File: src/rtl/alu_vector_sequencer.sv
// Stimulus sequencer for the 4-bit ALU under test.
// Walks every {A,B,op} combination once, holding each vector for DWELL cycles.
// vec_idx and vec_valid let downstream trace capture tag each sample.
// A/B/op are slices of the registered index, so every output comes straight from a flop.
module alu_vector_sequencer #(
    parameter int unsigned WIDTH = 4,
    parameter int unsigned OPW   = 2,
    parameter int unsigned DWELL = 1,
    parameter int unsigned TAIL  = 5
) (
    input  logic                   clk,
    input  logic                   rst,
    input  logic                   start,
    input  logic                   pause,
    output logic [WIDTH-1:0]       A,
    output logic [WIDTH-1:0]       B,
    output logic [OPW-1:0]         op,
    output logic                   vec_valid,
    output logic [2*WIDTH+OPW-1:0] vec_idx,
    output logic                   busy,
    output logic                   done
);

    localparam int unsigned IdxW   = 2 * WIDTH + OPW;
    localparam int unsigned CntMax = (DWELL > TAIL) ? DWELL : TAIL;
    localparam int unsigned CntW   = (CntMax > 1) ? $clog2(CntMax) : 1;

    localparam logic [IdxW-1:0] IdxLast   = '1;
    localparam logic [CntW-1:0] DwellLast = CntW'(DWELL - 1);
    // Only used when TAIL >= 1; the TAIL == 0 case never enters StTail.
    localparam logic [CntW-1:0] TailLast  = CntW'(TAIL - 1);

    typedef enum logic [2:0] {
        StIdle,
        StPre,
        StRun,
        StTail,
        StDone
    } state_e;

    state_e          state_q;
    logic [CntW-1:0] cnt_q;    // shared dwell/tail counter
    logic [IdxW-1:0] idx_q;
    logic            valid_q;
    logic            busy_q;
    logic            done_q;

    // Sweep FSM; all outputs are registered here.
    always_ff @(posedge clk) begin
        if (rst) begin
            state_q <= StIdle;
            cnt_q   <= '0;
            idx_q   <= '0;
            valid_q <= 1'b0;
            busy_q  <= 1'b0;
            done_q  <= 1'b0;
        end else begin
            done_q <= 1'b0;
            unique case (state_q)
                StIdle: begin
                    if (start) begin
                        state_q <= StPre;
                        cnt_q   <= '0;
                        idx_q   <= '0;
                        busy_q  <= 1'b1;
                    end
                end
                StPre: begin
                    if (!pause) begin
                        if (cnt_q == DwellLast) begin
                            state_q <= StRun;
                            cnt_q   <= '0;
                            valid_q <= 1'b1;
                        end else begin
                            cnt_q <= cnt_q + 1'b1;
                        end
                    end
                end
                StRun: begin
                    if (pause) begin
                        valid_q <= 1'b0;
                    end else begin
                        valid_q <= 1'b1;
                        if (cnt_q == DwellLast) begin
                            cnt_q <= '0;
                            // Exit on all-ones so the index never wraps back to zero.
                            if (idx_q == IdxLast) begin
                                valid_q <= 1'b0;
                                if (TAIL == 0) begin
                                    state_q <= StDone;
                                    idx_q   <= '0;
                                    busy_q  <= 1'b0;
                                    done_q  <= 1'b1;
                                end else begin
                                    state_q <= StTail;
                                end
                            end else begin
                                idx_q <= idx_q + 1'b1;
                            end
                        end else begin
                            cnt_q <= cnt_q + 1'b1;
                        end
                    end
                end
                StTail: begin
                    if (!pause) begin
                        if (cnt_q == TailLast) begin
                            state_q <= StDone;
                            cnt_q   <= '0;
                            idx_q   <= '0;
                            busy_q  <= 1'b0;
                            done_q  <= 1'b1;
                        end else begin
                            cnt_q <= cnt_q + 1'b1;
                        end
                    end
                end
                StDone: begin
                    state_q <= StIdle;
                end
                default: begin
                    state_q <= StIdle;
                end
            endcase
        end
    end

    assign vec_idx   = idx_q;
    assign A         = idx_q[IdxW-1 -: WIDTH];
    assign B         = idx_q[OPW +: WIDTH];
    assign op        = idx_q[OPW-1:0];
    assign vec_valid = valid_q;
    assign busy      = busy_q;
    assign done      = done_q;

endmodule

File: config.mk
export PLATFORM = sky130hd
export DESIGN_NAME = alu_vector_sequencer
export DESIGN_NICKNAME = d
export VERILOG_FILES = /design/src/rtl/alu_vector_sequencer.sv
export SDC_FILE = /design/constraint.sdc
export NUM_CORES = 1
export LEC_CHECK = 0
export ABC_AREA = 0
export BUFFER_PORTS_ARGS = -buffer_cell sky130_fd_sc_hd__buf_4
export CAP_MARGIN = 20
export CORE_UTILIZATION = 45
export CTS_CLUSTER_SIZE = 25
export DETAILED_ROUTE_END_ITERATION = 8
export PLACE_DENSITY = 0.76
export SLEW_MARGIN = 5
export SYNTH_ARGS = -nofsm -noshare
export SYNTH_HDL_FRONTEND = slang
export SYNTH_SLANG_ARGS = --single-unit
File: constraint.sdc
create_clock -name clk -period 3.25 [get_ports clk]
set_input_delay 0.1625 -clock clk [delete_from_list [all_inputs] [get_ports clk]]
set_output_delay 0.1625 -clock clk [all_outputs]
set_load 0.02 [all_outputs]
# After elaboration in Yosys (flattened, before gate mapping)
# Cells that the tools add are included.
# totals
ff_bits	19
in_bits	4
# op_classes
add_sub_neg	2
eq_ne	15
n_mux	33
bitwise_logic	1
n_reduce_logical	13
# op_table
op	count
$mux W10	6
$mux W3	13
$pmux W10 S3	1
$ne A2 B2 Y1 const B	10
$pmux W3 S4	1
$add A10 B1 Y10 const B	1
$eq A10 B10 Y1 const B	1
$mux W1	9
$pmux W3 S3	1
$reduce_and A4 Y1	2
$reduce_and A8 Y1	1
$reduce_and A7 Y1	1
$eq A3 B2 Y1 const B	2
$logic_not A3 Y1	2
$reduce_bool A3 Y1	2
$pmux W1 S2	2
$reduce_bool A2 Y1	2
$add A3 B1 Y3 const B	1
$eq A3 B1 Y1 const B	1
$eq A3 B3 Y1 const B	1
$reduce_and A3 Y1	1
$reduce_or A3 Y1	1
$reduce_or A2 Y1	1
$not A1 Y1	1

# Longest topological paths before layout
# Gate-level depths: netlist of run 1.
# logic_depth
ltp_word	5
mapped_depth	7

# Worst setup path after synthesis of run 1
# No wires, ideal clock.
# synth_path
path_type	register to register
from	reg idx_q[0], in the netlist vec_idx[0]
to	reg idx_q[2], in the netlist vec_idx[2]
setup_ps	86
arrival_ps	1627
required_time_ps	3164
slack_ps	1537
path_stages_with_launch	6
synth_period_minus_slack_ps	1713
cell_sequence	dfxtp_1 > ha_1 > and4_1 > nand3_1 > a31o_2 > a211oi_1
# synth_between
elab_chain_cells	5
elab_cells_between_ends	8
classes_between	1 x add/sub; 2 x eq/ne; 4 x mux; 1 x reduce/logical
# synth_rtl
element	line	rtl
start, declared	43	logic [IdxW-1:0] idx_q;
start signal, assigned	98	idx_q <= idx_q + 1'b1;
$add A10 B1 Y10	98	
$mux W10	87	if (idx_q == IdxLast) begin
$mux W10	84	if (cnt_q == DwellLast) begin
$mux W10	80	if (pause) begin
$pmux W10 S3	59	unique case (state_q)
# Parallel ways exist; a longest one is shown, timed or not. The select of a mux whose other input is x is not followed.
# A chain may end at the register's enable or synchronous reset.

# Worst setup path after layout of run 1
# layout_path
from	reg state_q[0]
to	reg idx_q[7], in the netlist vec_idx[7]
# layout_between
elab_chain_cells	3
elab_cells_between_ends	12
classes_between	8 x eq/ne; 1 x mux; 3 x reduce/logical
# layout_rtl
element	line	rtl
start, declared	41	state_e state_q;
start signal, assigned	51	state_q <= StIdle;
start signal, assigned	62	state_q <= StPre;
start signal, assigned	71	state_q <= StRun;
$eq A3 B2 Y1 / $logic_not A3 Y1 (equally long branches)	59	
$ne A2 B2 Y1 (no source line) / $reduce_bool A3 Y1 (equally long branches)	n/a	
$reduce_and A7 Y1 (no source line)	n/a	
# Parallel ways exist; a longest one is shown, timed or not.

==> metrics.md, run 1 <==
| Metric | Value |
|---|---|
| Post-cts hold buffer count | 0 |
| Fillcell total | between 200 and 300 |
| Boundary pin count | 27 |
| Max-capacitance violation count | 0 |
| Area of the multi-input gates | slightly below 800 um2 |
| Primary FF master, synth | dfxtp_1 |
| Worst r2r src | state_q[0]$_SDFFE_PP0P_ |
| FF-to-FF End | vec_idx[7]$_SDFFE_PP0P_ |
| Tightest Pin Transition | ~0.6 ns |
| Drt pass-1 iters | 4 |
| Register area share after synthesis | about 29% |
| Post-CTS Setup Inserts | 0 |
| Starting Density | 47.5% |
| Maximum clock rate | roughly 0.5 GHz |
| Final Instance Count excl. Fillers | between 200 and 250 |
| Post-synthesis register bit count | 19 |
| Setup Skew | 0.0138 ns |
| Post-Syn Nets | 165 |
| Crit. End Element | flop |
| Initial antenna violation count | 0 |
| Worst Path Required | 3.44 ns |
| Power Density | around 340 nW/um2 |
| Status | complete, no violations |
| Crit-path cells | nor3_1 > nor2_1 > nand2_1 > o31ai_1 |
| Critical path launch point type | flop |
| Top-count cell post-synth | dfxtp_1 |
| FP Rows | 19 |
| CTS H-tree lvls | 1 |
| DR iter-0 viols | 44 |
| Slew headroom | approximately three fifths |
| Cts bufs inserted | 3 |
| Wire per inst | between 15 and 20 um |
| Synth warn | 0 |
| CTS tree | yes |
| P&R area growth vs syn | 11.4% |
| Gate Count Post-Synth | about 160 |
| Setup Crit Path Kind | flop to flop |
| Top cell type's share of synthesized area | ~29% |
| Synth cell count leaders | 19 x dfxtp_1, 11 x buf_4, 8 x nand2b_1 |
| GRT overflow | 0 |
| Number of global-route vias before repair | about 1,100 |
| WP buf/inv | 0 |
| Yosys cell types | 50 |
| RSZ-0062 raised after global routing | no |
| Crit path DAT | between 2 and 2.5 ns |
| Worst-path clk slew | ~0.12 ns |
| Layout Nets | between 150 and 200 |
| Cell Area, Synth | 1310 um2 |
| Area contributors post-synth | dfxtp_1 29%, buf_4 6.3%, nand2b_1 3.8%, ha_1 2.9%, nand4_1 2.9% |
| Crit path max-delay cell type | dfxtp_1 |
| Vias/cell | between 6 and 7 |
| Tcrit/Tclk final | ~60% |
| Hold/Removal Path Class | input pin to flop |
| ANT cells | 0 |
| Clock Tree Buf Depth | 2 |
| Largest net degree at the start of global routing | 29 |
| Post-cts sizing count | 0 |
| Die area | 3130 um2 |
| CP max FO | 16 |
| Period minus WS final | around 2.0 ns |
| Average size of a mapped cell | slightly above 8 um2 |
| Ratio of cells with drive above 1 in the final layout | between 20% and 30% |
| Routed Wire Length | between 3000 and 4000 um |
| Fraction of registers with async set/reset | 0% |
| Root buf cell | clkbuf_4 |
| Reg-to-reg slack, setup | 1.24 ns |
| Worst hold path startpoint | pause |
| Routed Antenna Nets | 0 |
| Die Span X | 56.0 um |
| Final TNS setup | 0 ns |
| Leak | between 0.5 and 0.6 nW |
| First-pass GRT wire length | between 5000 and 6000 um |
| Worst IR drop on VDD | roughly 250 uV |
| Port bufs | 26 |
| Slew Limit Fails | 0 |
| Post-DP HPWL | roughly 2200 um |
| RD Place Congestion | 0.887 |
| Core Footprint | about 2800 um2 |
| Via count | 1,281 |
| WHS Path Cells | 3 |
| Final core occ | 52.9% |
| Total GRT Usage | between 10% and 20% |
| Number of remaining DRC errors | 0 |
| Final Hold Viols | 0 |
| Placed cell count | 197 |
| Top delay family on crit path | simple AND/OR/NAND/NOR gates |
| Synth area leader | dfxtp_1 |
| Worst path max stage delay | 0.64 ns |
| Post-synth EDFFs | 0 |
| FF+latch area | ~380 um2 |
| Cells on worst reg2reg path | 4 |
| Worst Hold End | vec_valid$_SDFFE_PP0P_ |
| Die height | 56.0 um |
| Clk Latency, worst-skew pair | around 0.3 ns |
| Sink Count | 19 |
| Final Setup Violations | 0 |
where the power goes:
part | internal, mW | leakage [nW] | switching (mW) | total, mW
Clock | 0.0477 | 0.0150 | 0.0750 | 0.123
Combinational | 0.0454 | 0.397 | 0.0677 | 0.113
Sequential | 0.240 | 0.154 | 0.0138 | 0.254
per-stage QoR:
stage                     setup slack (ns)  hold WS, ns  power (mW)  cell area (um2)
after CTS                             1.28        0.183       0.494             1460
after global placement                1.39        0.482       0.368             1430
after floorplan                       1.54        0.354       0.346             1310
after detailed placement              1.33        0.521       0.371             1430
after global routing                  1.06        0.214       0.519             1460
final                                 1.24        0.191       0.490             1460
worst min-delay path, delay by kind of cell:
family / cells / cell delay (ns)
AO/OA/AOI/OAI: 1 / 0.06
buffers and inverters: 1 / 0.12
AND/OR/NAND/NOR: 1 / 0.11
metal layers:
| layer | track usage [%] | routed length (um) | up-vias |
|---|---|---|---|
| met5 | 0 | 0 | - |
| met4 | 8.36 | 59 | 0 |
| met3 | 2.56 | 101 | 6 |
| met2 | 33.5 | 1560 | 34 |
| met1 | 25.2 | 1300 | 614 |
| li1 | - | - | 627 |
registers in the layout, summed over array words and instances (netlist names):
| signal | flops |
|---|---|
| vec_idx | 10 |
| busy | 1 |
| vec_valid | 1 |
| state_q | 3 |
| cnt_q | 3 |
| done | 1 |
layout make-up:
cell class / count / area share, %
multi-input cells: 114 / 54.3
flip-flops and latches: 19 / 26.0
repair buffers: 26 / 13.4
well taps: 31 / 2.66
clock buffers: 4 / 1.80
inverters: 7 / 1.80
cell families after synthesis:
| group | after synthesis | share of synthesized area, % |
|---|---|---|
| AO/OA/AOI/OAI | 44 | 25.3 |
| flip-flops | 19 | 29.0 |
| AND/OR/NAND/NOR | 67 | 32.3 |
| buffers and inverters | 25 | 10.5 |
| adder cells (fa/ha/maj) | 3 | 2.86 |
worst max-delay path by stage:
stage	depth (start not counted)	from	to
6_report	4	state_q[0]$_SDFFE_PP0P_	vec_idx[7]$_SDFFE_PP0P_
5_1_grt	4	state_q[0]$_SDFFE_PP0P_	vec_idx[7]$_SDFFE_PP0P_
4_1_cts	4	state_q[0]$_SDFFE_PP0P_	cnt_q[2]$_SDFFE_PP0P_
3_5_place_dp	4	state_q[0]$_SDFFE_PP0P_	cnt_q[2]$_SDFFE_PP0P_
3_3_place_gp	4	state_q[0]$_SDFFE_PP0P_	cnt_q[2]$_SDFFE_PP0P_
2_1_floorplan	5	vec_idx[0]$_SDFFE_PP0P_	vec_idx[2]$_SDFFE_PP0P_
cell usage in the layout, fill, tap and decap left out, types with 2 or more instances in the layout:
| master | instances |
|---|---|
| o211ai_1 | 2 |
| o32ai_1 | 2 |
| dfxtp_1 | 19 |
| nor3b_1 | 2 |
| a2111oi_0 | 2 |
| clkbuf_4 | 3 |
| a21oi_1 | 4 |
| and4b_1 | 2 |
| nor3_1 | 7 |
| nand2_1 | 5 |
| o211a_1 | 2 |
| inv_1 | 7 |
| a31oi_1 | 5 |
| nor2_1 | 6 |
| nand4_1 | 6 |
| a21o_1 | 2 |
| nor4_1 | 2 |
| o2bb2ai_1 | 2 |
| a221oi_1 | 2 |
| nor4b_1 | 2 |
| a211oi_1 | 4 |
| nor2b_1 | 5 |
| and3_1 | 4 |
| ha_1 | 3 |
| nand2b_1 | 8 |
| nand3_1 | 4 |
| and4_1 | 4 |
| buf_4 | 26 |
| o31ai_1 | 4 |
| o21ai_0 | 4 |
Note: power is estimated with default switching activity, not from simulation.
==> run 2, diff against run 1 <==
--- a/config.mk
+++ b/config.mk
@@ -5,13 +5,13 @@
 export SDC_FILE = /design/constraint.sdc
 export NUM_CORES = 1
 export LEC_CHECK = 0
-export ABC_AREA = 0
+export ABC_AREA = 1
 export BUFFER_PORTS_ARGS = -buffer_cell sky130_fd_sc_hd__buf_4
 export CAP_MARGIN = 20
 export CORE_UTILIZATION = 45
 export CTS_CLUSTER_SIZE = 25
 export DETAILED_ROUTE_END_ITERATION = 8
-export PLACE_DENSITY = 0.76
+export PLACE_DENSITY = 0.75
 export SLEW_MARGIN = 5
 export SYNTH_ARGS = -nofsm -noshare
 export SYNTH_HDL_FRONTEND = slang
==> constraint.sdc (replaced) <==
create_clock -name clk -period 2.1 [get_ports clk]
set_input_delay 0.105 -clock clk [delete_from_list [all_inputs] [get_ports clk]]
set_output_delay 0.105 -clock clk [all_outputs]
set_load 0.02 [all_outputs]
==> run 2 against run 1 <==
Compared with the run above:
- the flow now finishes with violations (design-rule violations)
- synthesized area rose by 2.9%
- first-iteration DRC count up 32%
- non-clock buffer count increased by 1
- wire length fell by 8.6%
==> metrics.md, run 2 <==
| Metric | Value |
|---|---|
| Wire per inst | 10.9 um (was 15.0 um) |
| Root buf cell | clkbuf_4 (unchanged) |
| Most common cell after layout, fill and taps aside | nand2_1 (was buf_4) |
| Final core occ | 54.0% (was 52.9%) |
| Levels on crit path | 8 (was 4) |
| Ratio of cells with drive above 1 in the final layout | 26.9% (was 20.0%) |
| Starting Density | 48.1% (was 47.5%) |
| Max reg flops | 10 (unchanged) |
| Post-cts hold buffer count | 0 (unchanged) |
| Slew Limit Fails | 0 (unchanged) |
| Sw Pwr | 0.683 mW (was 0.156 mW) |
| Crit. End Element | flop (unchanged) |
| Status | finished with violations (was complete, no violations) |
| Top delay family on crit path | simple AND/OR/NAND/NOR gates (unchanged) |
| Fillcell total | 287 (was 264) |
| Cell mode on critical path | nand2_1 |
| FF-to-FF End | vec_idx[9]$_SDFFE_PP0P_ (was vec_idx[7]$_SDFFE_PP0P_) |
| Die height | 56.7 um (was 56.0 um) |
| Fraction of registers with async set/reset | 0% (unchanged) |
| First-pass GRT wire length | 4570 um (was 5020 um) |
| Period minus WS final | 1.81 ns (was 2.01 ns) |
| Yosys cell types | 27 (was 50) |
| Critical path launch point type | flop (unchanged) |
| Worst Hold End | done$_SDFF_PP0_ (was vec_valid$_SDFFE_PP0P_) |
| DR iter-0 viols | 58 (was 44) |
| CTS tree | yes (unchanged) |
| Total GRT Usage | 18.0% (was 19.8%) |
| CP max FO | 12 (was 16) |
| Primary FF master, synth | dfxtp_1 (unchanged) |
| Initial antenna violation count | 0 (unchanged) |
| Tightest Pin Transition | 0.428 ns (was 0.608 ns) |
| Reg-to-reg slack, setup | 0.29 ns (was 1.24 ns) |
| Largest net degree at the start of global routing | 13 (was 29) |
| Gate power share | 53.0% (was 23.1%) |
| Crit path max-delay cell type | dfxtp_1 (unchanged) |
| Number of remaining DRC errors | 6 (was 0) |
| Layout Nets | 231 (was 178) |
| Top-count cell post-synth | nand2_1 (was dfxtp_1) |
| Final TNS setup | 0 ns (unchanged) |
| Area contributors post-synth | dfxtp_1 28%, nand2_1 13%, nand3_1 7.4%, inv_1 5.8%, nor2_1 5.8% (was dfxtp_1 29%, buf_4 6.3%, nand2b_1 3.8%, ha_1 2.9%, nand4_1 2.9%) |
| FP Rows | 19 (unchanged) |
| Top cell type's share of synthesized area | 28.2% (was 29.0%) |
| Synth warn | 0 (unchanged) |
| Setup Crit Path Kind | flop to flop (unchanged) |
| Tcrit/Tclk final | 86.3% (was 61.8%) |
| Register area share after synthesis | 28.2% (was 29.0%) |
| Maximum clock rate | 0.552 GHz (was 0.498 GHz) |
| Slew headroom | 71.2% (was 59.3%) |
| Crit path DAT | 2.02 ns (was 2.19 ns) |
| RD Place Congestion | 0.897 (was 0.887) |
| Post-DP HPWL | 2010 um (was 2250 um) |
| Synth cell count leaders | 48 x nand2_1, 21 x inv_1, 21 x nor2_1 (was 19 x dfxtp_1, 11 x buf_4, 8 x nand2b_1) |
| Vias/cell | 4.98 (was 6.37) |
| Switching Share | 47.8% (was 31.9%) |
| CTS H-tree lvls | 1 (unchanged) |
| Number of global-route vias before repair | 1,053 (was 1,108) |
| Leak | 0.697 nW (was 0.566 nW) |
| Setup Skew | 0.00543 ns (was 0.0138 ns) |
| Core Footprint | 2810 um2 (was 2760 um2) |
| Routed Antenna Nets | 0 (unchanged) |
| WHS Path Cells | 2 (was 3) |
| Worst Path Required | 2.31 ns (was 3.44 ns) |
| RSZ-0062 raised after global routing | no (unchanged) |
| Max-capacitance violation count | 0 (unchanged) |
| Worst-path clk slew | 0.11 ns (was 0.12 ns) |
| Worst r2r src | vec_idx[0]$_SDFFE_PP0P_ (was state_q[0]$_SDFFE_PP0P_) |
| Final Hold Viols | 0 (unchanged) |
| Cts bufs inserted | 3 (unchanged) |
| Flop pwr share | 33.8% (was 51.9%) |
| Post-cts sizing count | 0 (unchanged) |
| Failing checks | design-rule violations |
| Via count | 1,266 (was 1,281) |
| Post-CTS Setup Inserts | 0 (unchanged) |
| Clk Latency, worst-skew pair | 0.30 ns (about the same) |
| Cells on worst reg2reg path | 8 (was 4) |
| Port bufs | 26 (unchanged) |
| Synth area leader | dfxtp_1 (unchanged) |
| Worst IR drop on VDD | 493 uV (was 249 uV) |
| Clock Power Share | 13.2% (was 25.0%) |
| Hold/Removal Path Class | input pin to flop (unchanged) |
| Gate Count Post-Synth | 205 (was 158) |
| Pint | 0.748 mW (was 0.334 mW) |
| P&R area growth vs syn | 12.3% (was 11.4%) |
| Final Setup Violations | 0 (unchanged) |
| Post-synth EDFFs | 0 (unchanged) |
| Die Span X | 56.7 um (was 56.0 um) |
| Worst path max stage delay | 0.42 ns (was 0.64 ns) |
| Routed Wire Length | 2760 um (was 3020 um) |
| Boundary pin count | 27 (unchanged) |
| Cell Area, Synth | 1350 um2 (was 1310 um2) |
| Power Density | 944 nW/um2 (was 336 nW/um2) |
| Post-synthesis register bit count | 19 (unchanged) |
| Drt pass-1 iters | 6 (was 4) |
| Clock Tree Buf Depth | 2 (unchanged) |
| GRT overflow | 0 (unchanged) |
| Average size of a mapped cell | 6.58 um2 (was 8.30 um2) |
| Sink Count | 19 (unchanged) |
| Worst hold path startpoint | pause (unchanged) |
| Die area | 3220 um2 (was 3130 um2) |
| Most frequent cells in the layout | 48 x nand2_1, 27 x buf_4, 21 x inv_1, 21 x nor2_1, 20 x nand3_1 (was 26 x buf_4, 19 x dfxtp_1, 8 x nand2b_1, 7 x inv_1, 7 x nor3_1) |
| ANT cells | 0 (unchanged) |
| Crit-path cells | ha_1 > nand2_1 > nor2_2 > nand4_4 > nand3_2 > nand2_1 > nand2_1 > nor2_1 (was nor3_1 > nor2_1 > nand2_1 > o31ai_1) |
| Post-Syn Nets | 212 (was 165) |
| WP buf/inv | 0 (unchanged) |
## run 2: changes by cell type in the layout (fill, tap and decap cells not counted), moves of 5 or more
cell      delta
a21oi_1      +6
a21oi_2      +5
inv_1       +14
nand2_1     +43
nand2_2     +10
nand2b_1     -8
nand3_1     +16
nor2_1      +15
nor2_2       +6
nor2b_1      -5
## run 2: logic make-up (layout without fill, tap and decap cells)
logic type / after synthesis / after routing / share of synthesized area, %
AOI/OAI and AO/OA: 25 / 25 / 11.8
xor gates and xnor gates: 1 / 1 / 0.649
DFF: 19 / 19 / 28.2
adders and majority gates: 3 / 3 / 2.78
and+or+nand+nor: 118 / 118 / 41.8
buffers and inverters: 39 / 57 / 14.7
## run 2: routing by layer
metal | vias up | GRT usage (%) | part of all wire, %
li1 | 685 | - | -
met1 | 539 | 24.5 | 49
met2 | 40 | 28.1 | 43
met3 | 2 | 5.76 | 6.5
met4 | 0 | 3.14 | 0.73
met5 | - | 0 | 0
## run 2: area by class of cell
class                   instances  area, um2  area share (%)
clock buffers                   4       26.3            1.73
inverters                      26       97.6            6.44
multi-input cells             147        769            50.8
flip-flops and latches         19        380            25.1
well taps                      31       38.8            2.56
repair buffers                 27        203            13.4
## run 2: how the worst max path moves through the flow
stage,start,endpoint
after floorplan,vec_idx[1]$_SDFFE_PP0P_,vec_idx[3]$_SDFFE_PP0P_
after global placement,vec_idx[0]$_SDFFE_PP0P_,vec_idx[9]$_SDFFE_PP0P_
after detailed placement,vec_idx[0]$_SDFFE_PP0P_,vec_idx[9]$_SDFFE_PP0P_
after CTS,vec_idx[0]$_SDFFE_PP0P_,vec_idx[9]$_SDFFE_PP0P_
after global routing,vec_idx[0]$_SDFFE_PP0P_,vec_idx[9]$_SDFFE_PP0P_
final,vec_idx[0]$_SDFFE_PP0P_,vec_idx[9]$_SDFFE_PP0P_
## run 2: metrics by stage
step	cell area, um2	std cells	hold slack, ns	setup slack (ns)	total power [mW]
after floorplan	1350	205	0.184	0.411	1.12
after global placement	1490	250	0.346	0.339	1.24
after detailed placement	1490	250	0.343	0.318	1.24
after CTS	1520	254	0.0211	0.291	1.43
after global routing	1520	254	0.00979	0.157	1.56
final	1520	254	0.0234	0.288	1.43
## run 2: power by group through the flow
stage | combinational, mW | sequential (mW) | clock (mW)
after floorplan | 0.590 | 0.525 | 0
after global placement | 0.753 | 0.490 | 0
after detailed placement | 0.752 | 0.489 | 0
after CTS | 0.756 | 0.482 | 0.193
after global routing | 0.857 | 0.492 | 0.214
final | 0.759 | 0.484 | 0.189
## run 2: worst register-to-register path, cell delays in order (launching register included)
cell and delay (ns):
dfxtp_1 0.42, ha_1 0.19, nand2_1 0.10, nor2_2 0.27, nand4_4 0.21, nand3_2 0.32, nand2_1 0.09, nand2_1 0.07
nor2_1 0.06
==> run 3, diff against run 2 <==
--- a/config.mk
+++ b/config.mk
@@ -8,10 +8,10 @@
 export ABC_AREA = 1
 export BUFFER_PORTS_ARGS = -buffer_cell sky130_fd_sc_hd__buf_4
 export CAP_MARGIN = 20
-export CORE_UTILIZATION = 45
+export CORE_UTILIZATION = 54
 export CTS_CLUSTER_SIZE = 25
 export DETAILED_ROUTE_END_ITERATION = 8
-export PLACE_DENSITY = 0.75
+export PLACE_DENSITY = 0.87
 export SLEW_MARGIN = 5
 export SYNTH_ARGS = -nofsm -noshare
 export SYNTH_HDL_FRONTEND = slang
==> run 3 against run 2 <==
Compared with the run above:
- the run now ends clean
- wire length fell by 0.58%
- final cell count fell by 1.2%
- worst hold slack improved by 0.0094 ns
- first-iteration DRC count fell by 24%
- combinational power rose by 0.7%
==> metrics.md, run 3 (synthesis results as in run 2) <==
| Metric | Value |
|---|---|
| Status | complete, no violations (was finished with violations) |
| Boundary pin count | 27 (unchanged) |
| Period minus WS final | 1.82 ns (was 1.81 ns) |
| Slew headroom | 73.7% (was 71.2%) |
| Crit path DAT | 2.05 ns (was 2.02 ns) |
| Setup Crit Path Kind | flop to flop (unchanged) |
| Routed Antenna Nets | 0 (unchanged) |
| Die height | 52.0 um (was 56.7 um) |
| Hold/Removal Path Class | input pin to flop (unchanged) |
| Most common cell after layout, fill and taps aside | nand2_1 (unchanged) |
| Port bufs | 26 (unchanged) |
| WHS | 0.0328 ns (was 0.0234 ns) |
| CP max FO | 12 (unchanged) |
| First-pass GRT wire length | 4440 um (was 4570 um) |
| Ratio of cells with drive above 1 in the final layout | 26.9% (unchanged) |
| GRT overflow | 0 (unchanged) |
| Layout Nets | 231 (unchanged) |
| DR iter-0 viols | 44 (was 58) |
| Post-CTS Setup Inserts | 0 (unchanged) |
| Worst-path clk slew | 0.10 ns (was 0.11 ns) |
| Slew Limit Fails | 0 (unchanged) |
| Root buf cell | clkbuf_4 (unchanged) |
| Die area | 2700 um2 (was 3220 um2) |
| Worst IR drop on VDD | 819 uV (was 493 uV) |
| Worst r2r src | vec_idx[1]$_SDFFE_PP0P_ (was vec_idx[0]$_SDFFE_PP0P_) |
| FP Rows | 17 (was 19) |
| Drt pass-1 iters | 4 (was 6) |
| Tcrit/Tclk final | 86.7% (was 86.3%) |
| Final Setup Violations | 0 (unchanged) |
| Vias/cell | 5.20 (was 4.98) |
| Max reg flops | 10 (unchanged) |
| Final TNS setup | 0 ns (unchanged) |
| Power Density | 949 nW/um2 (was 944 nW/um2) |
| Starting Density | 59.3% (was 48.1%) |
| Critical path endpoint | vec_idx[1]$_SDFFE_PP0P_ (was vec_idx[9]$_SDFFE_PP0P_) |
| Max-capacitance violation count | 0 (unchanged) |
| ANT cells | 0 (unchanged) |
| P&R area growth vs syn | 12.1% (was 12.3%) |
| Number of remaining DRC errors | 0 (was 6) |
| Largest net degree at the start of global routing | 13 (unchanged) |
| Via count | 1,304 (was 1,266) |
| RD Place Congestion | 0.871 (was 0.897) |
| Reg-to-reg slack, setup | 0.28 ns (was 0.29 ns) |
| DP Worst Slack | 0.298 ns (was 0.318 ns) |
| Die Span X | 52.0 um (was 56.7 um) |
| Post-DP HPWL | 2060 um (was 2010 um) |
| CTS tree | yes (unchanged) |
| Maximum clock rate | 0.549 GHz (was 0.552 GHz) |
| Post-cts sizing count | 0 (unchanged) |
| Sink Count | 19 (unchanged) |
| Final Hold Viols | 0 (unchanged) |
| Cts bufs inserted | 3 (unchanged) |
| Leak | 0.697 nW (unchanged) |
| Post-cts hold buffer count | 0 (unchanged) |
| Final core occ | 66.4% (was 54.0%) |
| Most frequent cells in the layout | 48 x nand2_1, 27 x buf_4, 21 x inv_1, 21 x nor2_1, 20 x nand3_1 (unchanged) |
| Routed Wire Length | 2740 um (was 2760 um) |
| Clk Latency, worst-skew pair | 0.30 ns (about the same) |
| Number of global-route vias before repair | 1,044 (was 1,053) |
| Placed cell count | 247 (was 250) |
| CTS H-tree lvls | 1 (unchanged) |
| Initial antenna violation count | 0 (unchanged) |
| Worst Path Required | 2.33 ns (was 2.31 ns) |
| Setup Skew | 0.00304 ns (was 0.00543 ns) |
| Clock Tree Buf Depth | 2 (unchanged) |
| Critical path launch point type | flop (unchanged) |
| Tightest Pin Transition | 0.392 ns (was 0.428 ns) |
| Worst Slack Setup Final | 0.280 ns (was 0.288 ns) |
| CP Launch Point | vec_idx[1]$_SDFFE_PP0P_ (was vec_idx[0]$_SDFFE_PP0P_) |
| Cells on worst reg2reg path | 7 (was 8) |
| Total GRT Usage | 22.0% (was 18.0%) |
| Final Instance Count excl. Fillers | 251 (was 254) |
| RSZ-0062 raised after global routing | no (unchanged) |
| Crit. End Element | flop (unchanged) |
| FF-to-FF End | vec_idx[1]$_SDFFE_PP0P_ (was vec_idx[9]$_SDFFE_PP0P_) |
| Core Footprint | 2280 um2 (was 2810 um2) |
| Wire per inst | 10.9 um (about the same) |
## run 3: worst min-delay path by stage
| stage | start | to | cells after the start |
|---|---|---|---|
| after floorplan | pause | done$_SDFF_PP0_ | 1 |
| after global placement | pause | done$_SDFF_PP0_ | 2 |
| after detailed placement | pause | done$_SDFF_PP0_ | 2 |
| after CTS | pause | done$_SDFF_PP0_ | 2 |
| after global routing | pause | done$_SDFF_PP0_ | 2 |
| final | pause | done$_SDFF_PP0_ | 2 |
## run 3: power by group
part	internal, mW	switching, mW	total (mW)
clock network	0.0741	0.112	0.186
registers	0.416	0.0677	0.484
logic	0.258	0.506	0.764
## run 3: per-stage QoR
step | instance area (um2) | power (mW)
after floorplan | 1350 | 1.12
after global placement | 1490 | 1.23
after detailed placement | 1490 | 1.25
after CTS | 1510 | 1.44
after global routing | 1510 | 1.56
final | 1510 | 1.43
## run 3: per-layer routing
| layer | global-route usage, % | part of all wire [%] |
|---|---|---|
| met1 | 29.4 | 47 |
| met2 | 35.3 | 44 |
| met3 | 6.14 | 7.9 |
| met4 | 4.05 | 0.36 |
| met5 | 0 | 0 |
## run 3: worst max-delay path, stage by stage, from the launching register on
cell and delay (ns):
dfxtp_1 0.42, ha_1 0.19, nand2_1 0.10, nor2_2 0.28
nand4_4 0.22, nand3_2 0.31, nand2_1 0.09, a21oi_1 0.14
## run 3: layout make-up
type,instances,area [um2]
multi-input combinational,147,769
inverter,26,97.6
sequential,19,380
tap,28,35.0
timing repair buffer,27,203
clock buffer,4,26.3
fill,213,764
